**config.mk**
```make
export PLATFORM = sky130hd
export DESIGN_NAME = pool_layer_flat
export DESIGN_NICKNAME = d
export VERILOG_FILES = /design/src/rtl/cnn_pkg.sv /design/src/rtl/pool_layer_if.sv /design/src/rtl/pool_addr_gen.sv /design/src/rtl/pool_layer.sv /design/src/flat_wrapper.sv
export SDC_FILE = /design/constraint.sdc
export NUM_CORES = 1
export LEC_CHECK = 0
export ABC_AREA = 1
export CORE_ASPECT_RATIO = 1.5
export CORE_MARGIN = 2
export CORE_UTILIZATION = 35
export DETAILED_ROUTE_END_ITERATION = 12
export PLACE_DENSITY = 0.61
export SLEW_MARGIN = 40
export SYNTH_ARGS = -nofsm -noshare
export SYNTH_HDL_FRONTEND = slang
export SYNTH_HIERARCHICAL = 1
export SYNTH_SLANG_ARGS = --single-unit
```
**constraint.sdc**
```tcl
create_clock -name clk -period 2.85 [get_ports clk]
set_clock_uncertainty 0.1 [all_clocks]
set_input_delay 0.285 -clock clk [delete_from_list [all_inputs] [get_ports clk]]
set_output_delay 0.285 -clock clk [all_outputs]
set_load 0.05 [all_outputs]
```
**src/rtl/cnn_pkg.sv**
```systemverilog
`default_nettype none
// ============================================================================
// Module   : cnn_pkg
// Brief    : DRAM map, address field widths, FSM encodings and signed max
//            shared by the CNN layer stages.
// Revision : 1.0 - initial release
// ============================================================================
package cnn_pkg;

    localparam int c_DRAM_IFMAP_BASE = 4096;
    localparam int c_DRAM_OFMAP_BASE = 8192;

    localparam int c_CHNL_BITS    = 4;
    localparam int c_ROW_BITS     = 5;
    localparam int c_COL_BITS     = 5;
    localparam int c_MAP_OFF_BITS = c_CHNL_BITS + c_ROW_BITS + c_COL_BITS;

    localparam logic [1:0] c_ST_IDLE = 2'd0;
    localparam logic [1:0] c_ST_RD   = 2'd1;
    localparam logic [1:0] c_ST_WR   = 2'd2;
    localparam logic [1:0] c_ST_DONE = 2'd3;

    // Callers sign-extend narrower words into this width and slice the result.
    localparam int c_SMAX_W = 64;

    function automatic logic signed [c_SMAX_W-1:0] smax(
        input logic signed [c_SMAX_W-1:0] a,
        input logic signed [c_SMAX_W-1:0] b
    );
        return (b > a) ? b : a;
    endfunction

endpackage
`default_nettype wire

```
**src/rtl/pool_layer_if.sv**
```systemverilog
`default_nettype none
// ============================================================================
// Module   : pool_layer_if
// Brief    : Single-port DRAM read/write bus used by the pooling stage.
// Revision : 1.0 - initial release
// ============================================================================
interface pool_layer_if #(
    parameter int DATA_WIDTH = 32,
    parameter int ADDR_WIDTH = 18
);
    logic                  dram_valid;
    logic [DATA_WIDTH-1:0] data_in;
    logic [DATA_WIDTH-1:0] data_out;
    logic [ADDR_WIDTH-1:0] addr_in;
    logic [ADDR_WIDTH-1:0] addr_out;
    logic                  dram_en_wr;
    logic                  dram_en_rd;

    modport master (
        input  dram_valid, data_in,
        output data_out, addr_in, addr_out, dram_en_wr, dram_en_rd
    );

    modport slave (
        output dram_valid, data_in,
        input  data_out, addr_in, addr_out, dram_en_wr, dram_en_rd
    );
endinterface
`default_nettype wire

```
**src/rtl/pool_addr_gen.sv**
```systemverilog
`default_nettype none
// ============================================================================
// Module   : pool_addr_gen
// Brief    : Window/offset counters and read/write address formation for the
//            2x2 stride-2 pooling stage.
// Revision : 1.0 - initial release
// ============================================================================
module pool_addr_gen
    import cnn_pkg::*;
#(
    parameter int ADDR_WIDTH   = 18,
    parameter int IFMAP_BASE   = c_DRAM_IFMAP_BASE,
    parameter int OFMAP_BASE   = c_DRAM_OFMAP_BASE,
    parameter int IFMAP_WIDTH  = 28,
    parameter int IFMAP_HEIGHT = 28,
    parameter int NUM_CHNL     = 6
) (
    input  wire logic                  clk,
    input  wire logic                  srst,
    input  wire logic                  i_step_d,
    input  wire logic                  i_step_win,
    output logic [1:0]                 o_d,
    output logic                       o_last_d,
    output logic                       o_last_win,
    output logic [ADDR_WIDTH-1:0]      o_addr_rd,
    output logic [ADDR_WIDTH-1:0]      o_addr_wr
);

    localparam logic [c_COL_BITS-1:0]  c_PX_LAST  = c_COL_BITS'(IFMAP_WIDTH / 2 - 1);
    localparam logic [c_ROW_BITS-1:0]  c_PY_LAST  = c_ROW_BITS'(IFMAP_HEIGHT / 2 - 1);
    localparam logic [c_CHNL_BITS-1:0] c_C_LAST   = c_CHNL_BITS'(NUM_CHNL - 1);
    localparam logic [ADDR_WIDTH-1:0]  c_IF_BASE  = ADDR_WIDTH'(IFMAP_BASE);
    localparam logic [ADDR_WIDTH-1:0]  c_OF_BASE  = ADDR_WIDTH'(OFMAP_BASE);

    logic [1:0]               r_d;
    logic [c_COL_BITS-1:0]    r_px;
    logic [c_ROW_BITS-1:0]    r_py;
    logic [c_CHNL_BITS-1:0]   r_c;
    logic                     w_px_wrap;
    logic                     w_py_wrap;
    logic                     w_c_last;
    logic [c_MAP_OFF_BITS-1:0] w_rd_off;
    logic [c_MAP_OFF_BITS-1:0] w_wr_off;

    assign w_px_wrap = (r_px == c_PX_LAST);
    assign w_py_wrap = (r_py == c_PY_LAST);
    assign w_c_last  = (r_c == c_C_LAST);

    always_ff @(posedge clk) begin
        if (srst) begin
            r_d  <= '0;
            r_px <= '0;
            r_py <= '0;
            r_c  <= '0;
        end else begin
            if (i_step_d) begin
                r_d <= r_d + 2'd1;
            end
            if (i_step_win) begin
                if (w_px_wrap) begin
                    r_px <= '0;
                    if (w_py_wrap) begin
                        r_py <= '0;
                        r_c  <= w_c_last ? '0 : r_c + 4'd1;
                    end else begin
                        r_py <= r_py + 5'd1;
                    end
                end else begin
                    r_px <= r_px + 5'd1;
                end
            end
        end
    end

    assign o_d        = r_d;
    assign o_last_d   = (r_d == 2'd3);
    assign o_last_win = w_px_wrap && w_py_wrap && w_c_last;

    // d[0] is dx and d[1] is dy, so 2*p+offset is just the offset in the LSB.
    assign w_rd_off = {r_c, r_py[c_ROW_BITS-2:0], r_d[1], r_px[c_COL_BITS-2:0], r_d[0]};
    assign w_wr_off = {r_c, r_py, r_px};

    assign o_addr_rd = c_IF_BASE + ADDR_WIDTH'(w_rd_off);
    assign o_addr_wr = c_OF_BASE + ADDR_WIDTH'(w_wr_off);

endmodule
`default_nettype wire

```
**src/rtl/pool_layer.sv**
```systemverilog
`default_nettype none
// ============================================================================
// Module   : pool_layer
// Brief    : 2x2 stride-2 signed max-pooling with optional ReLU over a DRAM
//            resident feature map.
// Revision : 1.0 - initial release
// ============================================================================
module pool_layer
    import cnn_pkg::*;
#(
    parameter int DATA_WIDTH   = 32,
    parameter int ADDR_WIDTH   = 18,
    parameter int IFMAP_BASE   = c_DRAM_IFMAP_BASE,
    parameter int OFMAP_BASE   = c_DRAM_OFMAP_BASE,
    parameter int IFMAP_WIDTH  = 28,
    parameter int IFMAP_HEIGHT = 28,
    parameter int NUM_CHNL     = 6,
    parameter int RELU         = 1
) (
    input  wire logic         clk,
    input  wire logic         srst,
    input  wire logic         enable,
    output logic              done,
    pool_layer_if.master      dram
);

    localparam int c_EXT_W = c_SMAX_W - DATA_WIDTH;

    function automatic logic [DATA_WIDTH-1:0] smax_dw(
        input logic [DATA_WIDTH-1:0] a,
        input logic [DATA_WIDTH-1:0] b
    );
        logic signed [c_SMAX_W-1:0] res;
        res = smax({{c_EXT_W{a[DATA_WIDTH-1]}}, a}, {{c_EXT_W{b[DATA_WIDTH-1]}}, b});
        return res[DATA_WIDTH-1:0];
    endfunction

    logic [1:0]            r_state;
    logic [1:0]            w_next;
    logic [1:0]            w_d;
    logic                  w_last_d;
    logic                  w_last_win;
    logic                  w_step_d;
    logic                  w_step_win;
    logic [ADDR_WIDTH-1:0] w_addr_rd;
    logic [ADDR_WIDTH-1:0] w_addr_wr;
    logic [DATA_WIDTH-1:0] r_mx;
    logic [DATA_WIDTH-1:0] w_first;
    logic [DATA_WIDTH-1:0] w_win_max;
    logic                  w_unused_valid;

    assign w_step_d   = (r_state == c_ST_RD);
    assign w_step_win = (r_state == c_ST_WR);

    pool_addr_gen #(
        .ADDR_WIDTH   (ADDR_WIDTH),
        .IFMAP_BASE   (IFMAP_BASE),
        .OFMAP_BASE   (OFMAP_BASE),
        .IFMAP_WIDTH  (IFMAP_WIDTH),
        .IFMAP_HEIGHT (IFMAP_HEIGHT),
        .NUM_CHNL     (NUM_CHNL)
    ) u_addr_gen (
        .clk        (clk),
        .srst       (srst),
        .i_step_d   (w_step_d),
        .i_step_win (w_step_win),
        .o_d        (w_d),
        .o_last_d   (w_last_d),
        .o_last_win (w_last_win),
        .o_addr_rd  (w_addr_rd),
        .o_addr_wr  (w_addr_wr)
    );

    always_ff @(posedge clk) begin
        if (srst) begin
            r_state <= c_ST_IDLE;
        end else begin
            r_state <= w_next;
        end
    end

    always_comb begin
        w_next = r_state;
        case (r_state)
            c_ST_IDLE: w_next = enable ? c_ST_RD : c_ST_IDLE;
            c_ST_RD:   w_next = w_last_d ? c_ST_WR : c_ST_RD;
            c_ST_WR:   w_next = w_last_win ? c_ST_DONE : c_ST_RD;
            c_ST_DONE: w_next = c_ST_IDLE;
            default:   w_next = c_ST_IDLE;
        endcase
    end

    // ReLU is folded into the first sample so the later maxes keep the floor.
    assign w_first   = (RELU != 0) ? smax_dw('0, dram.data_in) : dram.data_in;
    assign w_win_max = smax_dw(r_mx, dram.data_in);

    always_ff @(posedge clk) begin
        if (srst) begin
            r_mx <= '0;
        end else if (r_state == c_ST_RD) begin
            if (w_d == 2'd1) begin
                r_mx <= w_first;
            end else if (w_d != 2'd0) begin
                r_mx <= w_win_max;
            end
        end
    end

    always_comb begin
        dram.data_out   = '0;
        dram.addr_in    = '0;
        dram.addr_out   = '0;
        dram.dram_en_wr = 1'b0;
        dram.dram_en_rd = 1'b0;
        done            = 1'b0;
        case (r_state)
            c_ST_RD: begin
                dram.dram_en_rd = 1'b1;
                dram.addr_in    = w_addr_rd;
            end
            c_ST_WR: begin
                dram.dram_en_wr = 1'b1;
                dram.addr_out   = w_addr_wr;
                dram.data_out   = w_win_max;
            end
            c_ST_DONE: begin
                done = 1'b1;
            end
            default: begin
                done = 1'b0;
            end
        endcase
    end

    assign w_unused_valid = dram.dram_valid;

endmodule
`default_nettype wire

```
**src/flat_wrapper.sv**
```systemverilog
// flat-port wrapper written by rule: the top's interface ports become plain ports
module pool_layer_flat import cnn_pkg::*;
#(
    parameter int DATA_WIDTH   = 32,
    parameter int ADDR_WIDTH   = 18,
    parameter int IFMAP_BASE   = c_DRAM_IFMAP_BASE,
    parameter int OFMAP_BASE   = c_DRAM_OFMAP_BASE,
    parameter int IFMAP_WIDTH  = 28,
    parameter int IFMAP_HEIGHT = 28,
    parameter int NUM_CHNL     = 6,
    parameter int RELU         = 1
)
  (clk, srst, enable, done, dram_dram_valid, dram_data_in, dram_data_out, dram_addr_in, dram_addr_out, dram_dram_en_wr, dram_dram_en_rd);
  pool_layer_if #(.DATA_WIDTH(DATA_WIDTH), .ADDR_WIDTH(ADDR_WIDTH)) dram_i ();
  input  wire logic clk;
  input  wire logic srst;
  input  wire logic enable;
  output logic done;
  input wire logic [$bits(dram_i.dram_valid)-1:0] dram_dram_valid;
  input wire logic [$bits(dram_i.data_in)-1:0] dram_data_in;
  output wire logic [$bits(dram_i.data_out)-1:0] dram_data_out;
  output wire logic [$bits(dram_i.addr_in)-1:0] dram_addr_in;
  output wire logic [$bits(dram_i.addr_out)-1:0] dram_addr_out;
  output wire logic [$bits(dram_i.dram_en_wr)-1:0] dram_dram_en_wr;
  output wire logic [$bits(dram_i.dram_en_rd)-1:0] dram_dram_en_rd;
  assign dram_i.dram_valid = dram_dram_valid;
  assign dram_i.data_in = dram_data_in;
  assign dram_data_out = dram_i.data_out;
  assign dram_addr_in = dram_i.addr_in;
  assign dram_addr_out = dram_i.addr_out;
  assign dram_dram_en_wr = dram_i.dram_en_wr;
  assign dram_dram_en_rd = dram_i.dram_en_rd;
  pool_layer #(.DATA_WIDTH(DATA_WIDTH), .ADDR_WIDTH(ADDR_WIDTH), .IFMAP_BASE(IFMAP_BASE), .OFMAP_BASE(OFMAP_BASE), .IFMAP_WIDTH(IFMAP_WIDTH), .IFMAP_HEIGHT(IFMAP_HEIGHT), .NUM_CHNL(NUM_CHNL), .RELU(RELU)) u_core (.clk(clk), .srst(srst), .enable(enable), .done(done), .dram(dram_i));
endmodule
```
# Word-level counts from Yosys, hierarchy flattened
# Cells that the tools add are included.
dict set report totals {
  reg_bits 50
  elab_cells 47
  input_bits 36
  out_inout_bits 71
}
dict set report op_classes {
  n_eq_ne 8
  addsub 6
  n_mux 17
  reduce_logical 8
  n_lt_le_gt_ge 2
}
# cell n
set op_table {}
lappend op_table {{$mux 32} 5}
lappend op_table {{$gt 32x1->1 const B} 1}
lappend op_table {{$gt 32x32->1} 1}
lappend op_table {{$mux 15} 2}
lappend op_table {{$add 13x14->15 const A} 1}
lappend op_table {{$add 14x14->15 const A} 1}
lappend op_table {{$add 5x1->5 const B} 2}
lappend op_table {{$eq 5x4->1 const B} 2}
lappend op_table {{$mux 5} 2}
lappend op_table {{$pmux 2 s4} 1}
lappend op_table {{$eq 2x2->1 const B} 3}
lappend op_table {{$add 4x1->4 const B} 1}
lappend op_table {{$eq 2x1->1 const B} 2}
lappend op_table {{$eq 4x3->1 const B} 1}
lappend op_table {{$mux 1} 4}
lappend op_table {{$mux 2} 2}
lappend op_table {{$mux 4} 1}
lappend op_table {{$reduce_and 2->1} 2}
lappend op_table {{$reduce_bool 2->1} 2}
lappend op_table {{$reduce_and 3->1} 1}
lappend op_table {{$add 2x1->2 const B} 1}
lappend op_table {{$logic_and 1x1->1} 2}
lappend op_table {{$logic_not 2->1} 1}

# Logic depth before layout (Yosys ltp)
dict set report logic_depth {
  word_depth 5
  mapped_depth 20
  mapped_depth_nobuf 19
}

# Hierarchy
# Netlist, hierarchy kept.
# module area_each_um2 seq_area_each_um2 cells_per_inst n_inst
set by_module_without_submodules {}
lappend by_module_without_submodules {pool_layer 3733.6 680.7 645 1}
lappend by_module_without_submodules {pool_addr_gen 1033.5 320.3 140 1}

# Least setup slack after synthesis
# No wires, ideal clock.
dict set report synth_timing {
  path_type {register to output}
  startpoint {register u_core.r_state[0]}
  endpoint {output port dram_addr_in[10]}
  path_slack_ns -0.020
  path_buffers 2
  path_stages_with_launch 7
  required_time_ns 2.465
  arrival_ns 2.485
  cell_sequence {dfxtp_1 > inv_1 > nor2_1 > inv_1 > clkbuf_1 > clkbuf_1 > nor2_1}
}
dict set report synth_between {
  elab_chain_len 2
}
# element line
set synth_rtl {}
lappend synth_rtl {{start: declaration} pool_layer.sv:38} ;# logic [1:0] r_state;
lappend synth_rtl {{start signal: assignment} pool_layer.sv:76} ;# r_state <= c_ST_IDLE;
lappend synth_rtl {{start signal: assignment} pool_layer.sv:78} ;# r_state <= w_next;
lappend synth_rtl {{$eq 2x1->1} pool_layer.sv:116} ;# case (r_state)
lappend synth_rtl {{$mux 15} pool_layer.sv:116}
lappend synth_rtl {{end: declaration} flat_wrapper.sv:22} ;# output wire logic [$bits(dram_i.addr_in)-1:0] dram_addr_in;
# Every way passes these cells.

# Final worst setup path
dict set report layout_timing {
  startpoint {register u_core.r_mx[23]}
  endpoint {output port dram_data_out[0]}
}
dict set report layout_between {
  elab_chain_len 3
}
# element line
set layout_rtl {}
lappend layout_rtl {{start: declaration} pool_layer.sv:47} ;# logic [DATA_WIDTH-1:0] r_mx;
lappend layout_rtl {{start signal: assignment} pool_layer.sv:102} ;# r_mx <= w_first;
lappend layout_rtl {{start signal: assignment} pool_layer.sv:104} ;# r_mx <= w_win_max;
lappend layout_rtl {{$gt 32x32->1} cnn_pkg.sv:30} ;# return (b > a) ? b : a;
lappend layout_rtl {{$mux 32} cnn_pkg.sv:30}
lappend layout_rtl {{$mux 32} pool_layer.sv:116}
lappend layout_rtl {{end: declaration} flat_wrapper.sv:21} ;# output wire logic [$bits(dram_i.data_out)-1:0] dram_data_out;
# Every way passes these cells.

==> flow_metrics.tcl <==
set metrics [dict create \
    grt_max_degree 51 \
    root_buffer "clkbuf_16" \
    violations "negative setup slack" \
    cp-end-kind "output port" \
    tns_ps -900.9 \
    syn_avg_cell_area_um2 6.073 \
    drt_iter0_drc 193 \
    gp_congestion 0.8344 \
    firstDrtPassIters 4 \
    fill_cells 1276 \
    num_rows 52 \
    start_util 0.3557 \
    antenna_found_initial 0 \
    hold_path_depth 2 \
    drc 0 \
    cp_num_cells 16 \
    ant_nets 0 \
    slew_violations 0 \
    cts_tree "yes" \
    num_io_pins 107 \
    clk_latency_ps 300 \
    port_buffers 99 \
    synthArstFlopShare 0 \
    rsz0062_at_grt "yes" \
    r2r-start "u_core/r_mx[23]" \
    r2r_end "u_core/r_mx[0]" \
    critPathBufInv 4 \
    grt-ovfl-total 0 \
    die-height_um 146.9 \
    cts.sinks 50 \
    cpMostUsedCell "nand2_2" \
    vias 5186 \
    status "finished with violations" \
    yosysSeqAreaShare 0.2100 \
    yosysWarnings 6 \
    slowest_delay_ps 340 \
    clkTransAtPathRegs_ps 80 \
    hold_viol 0 \
    finalCritPeriodShare 1.026 \
    cpLargestDelayFamily "simple AND/OR/NAND/NOR gates" \
    cts_buffers 5 \
    pre_cts_slack_ps -253.4 \
    mostFrequentLayoutCells "inv_1, nand2_1, nor2_1, buf_4, nand3_1" \
    track_usage 0.1957 \
    area_growth_pct 57.74 \
    worstMarginPinSlew_ps 880.2 \
    synth_edf_count 0 \
    layout_commonest_cell "inv_1" \
    grt_pass1_wl_um 23380 \
    synth_cell_types 38 \
    ys.flop_type "dfxtp_1" \
    ys_seq_elements 50 \
    cp_cell_sequence "inv_2, ha_4, nand2_4, nor2_4, nand3_2, nor3b_4, nand2_2, nand2_2, nand2_2, and2_4, buf_6, buf_6, nand3_4, nand2_4, nor2_4, buf_12" \
    core-area_um2 13400 \
    clockBufferDepth 2 \
    crit_slowest_cell "dfxtp_2" \
    start_kind "register" \
    synth.largest_area_cell "dfxtp_1" \
    dieArea_um2 14590 \
    first_global_vias 4960 \
    cap_violations 0 \
    fin_crit_ps 2923 \
    synth.area.top_cells "dfxtp_1, nand2_1, inv_1, ha_1, nor2_1" \
    hold_class "register to register" \
    path_class "register to output port" \
    max_slew_margin 0.4110 \
    hp-start "u_core/r_mx[7]" \
    max_freq_mhz 342.1 \
    vias_per_cell 4.780 \
    ir_worst_vdd_mv 0.2754 \
    wl_per_cell_um 13.36 \
    setup_violations 25 \
    min_to "u_core/r_mx[7]" \
    die_x_um 99.29 \
    power_leakage_uw 0.003589 \
    fin_ws_ps -73.35 \
    yosys.area.top_type_share 0.2100 \
    reg2reg_depth 15 \
    reg2reg_setup_slack_ps 450 \
    dp_hpwl_um 10180 \
    power.density_nw_per_um2 319.7 \
    arrival_ps 2540 \
    cp_max_fo 7 \
    critPathRequiredTime_ps 2470 \
    nets 997 \
    syn_area_um2 4767 \
    synth_cells 785 \
    routed_wl_um 14500 \
    cts-htree-levels 2 \
    n_antenna_cell 0 \
    layout-drive-gt1-share 0.3261 \
]
-- cells in the mapped netlist (5+ instances only) --
| cell | number |
|---|---|
| a21oi_1 | 51 |
| buf_2 | 8 |
| buf_4 | 19 |
| clkbuf_1 | 16 |
| dfxtp_1 | 50 |
| ha_1 | 39 |
| inv_1 | 155 |
| nand2_1 | 159 |
| nand3_1 | 61 |
| nand3_2 | 22 |
| nand3b_2 | 6 |
| nand4_1 | 7 |
| nor2_1 | 101 |
| nor3_1 | 5 |
| nor4_1 | 6 |
| o21ai_0 | 36 |
| xor2_1 | 5 |
-- layout make-up --
type	instances	area, um^2	area share
multi-input combinational	531	3403	0.4526
clock inverter	3	45.04	0.005990
sequential	50	1027	0.1366
timing repair buffer	173	2108	0.2804
inverter	161	608.1	0.08087
clock buffer	5	125.1	0.01664
tap	162	202.7	0.02696
-- worst register-to-register path, stage by stage, from the launching register on --
cell     delay, ps
dfxtp_2        340
inv_2           50
ha_4           280
nand2_4         60
nor2_4         100
nand3_2        100
nor3b_4        220
nand2_2        100
nand3_2        100
and2_4         270
buf_6          140
buf_6           90
nand3_4         70
buf_4          140
nand3_1         60
a21oi_1         60
-- worst max-delay path by stage --
| stage | from | endpoint | slack, ps |
|---|---|---|---|
| 3_3_place_gp | dram_data_in[31] | dram_data_out[2] | -250 |
| 5_1_grt | u_core/r_mx[29] | dram_data_out[0] | -170 |
| 3_5_place_dp | dram_data_in[31] | dram_data_out[2] | -250 |
| 6_report | u_core/r_mx[23] | dram_data_out[0] | -70 |
| 4_1_cts | u_core/r_mx[27] | dram_data_out[3] | -50 |
| 2_1_floorplan | u_core/r_mx[31] | dram_data_out[8] | 20 |
-- per-stage QoR --
stage                     hold WS, ps  area [um^2]  power, uW  instances    util
after detailed placement        363.4         6681       1528       1067  0.4985
after floorplan                 247.4         4788       1250        790       -
after global routing            402.3         7520       2548       1085  0.5611
after global placement          352.1         6679       1521       1067  0.4983
final                           383.7         7520       2404       1085  0.5611
after CTS                       378.9         7295       2355       1081  0.5442
-- power by group --
part           total (uW)  switching [uW]  internal [uW]
Clock                 717             302            415
Sequential            758            22.0            736
Combinational         929             529            400
-- flip-flops by register name, indices dropped and copies added (netlist names) --
register and count:
u_core/u_addr_gen/r_py 5, u_core/u_addr_gen/o_d 2, u_core/r_state 2, u_core/u_addr_gen/r_px 5, u_core/r_mx 32, u_core/u_addr_gen/r_c 4
-- timing repair --
item,CTS,global route
hold buffers,0,0
pin swaps,15,17
gates resized for setup,133,55
setup endpoints to repair,32,46
setup buffers,5,3
gates cloned,1,1
-- cell families (layout without fill, tap and decap cells) --
group,count (synthesis),count (layout),synth area share
adder cells (fa/ha/maj),39,39,0.1024
AO/OA/AOI/OAI,100,100,0.1126
buffers and inverters,209,342,0.1882
flip-flops,50,50,0.2100
other,1,6,0.0007866
AND/OR/NAND/NOR,380,380,0.3751
XOR/XNOR,6,6,0.01102
-- per-layer routing --
| layer | track usage | share of wire |
|---|---|---|
| met1 | 0.2232 | 0.41 |
| met4 | 0.06644 | 0.014 |
| met3 | 0.02569 | 0.042 |
| met2 | 0.3676 | 0.54 |
| met5 | 0 | 0 |
Power figures use the tool's default switching activity.
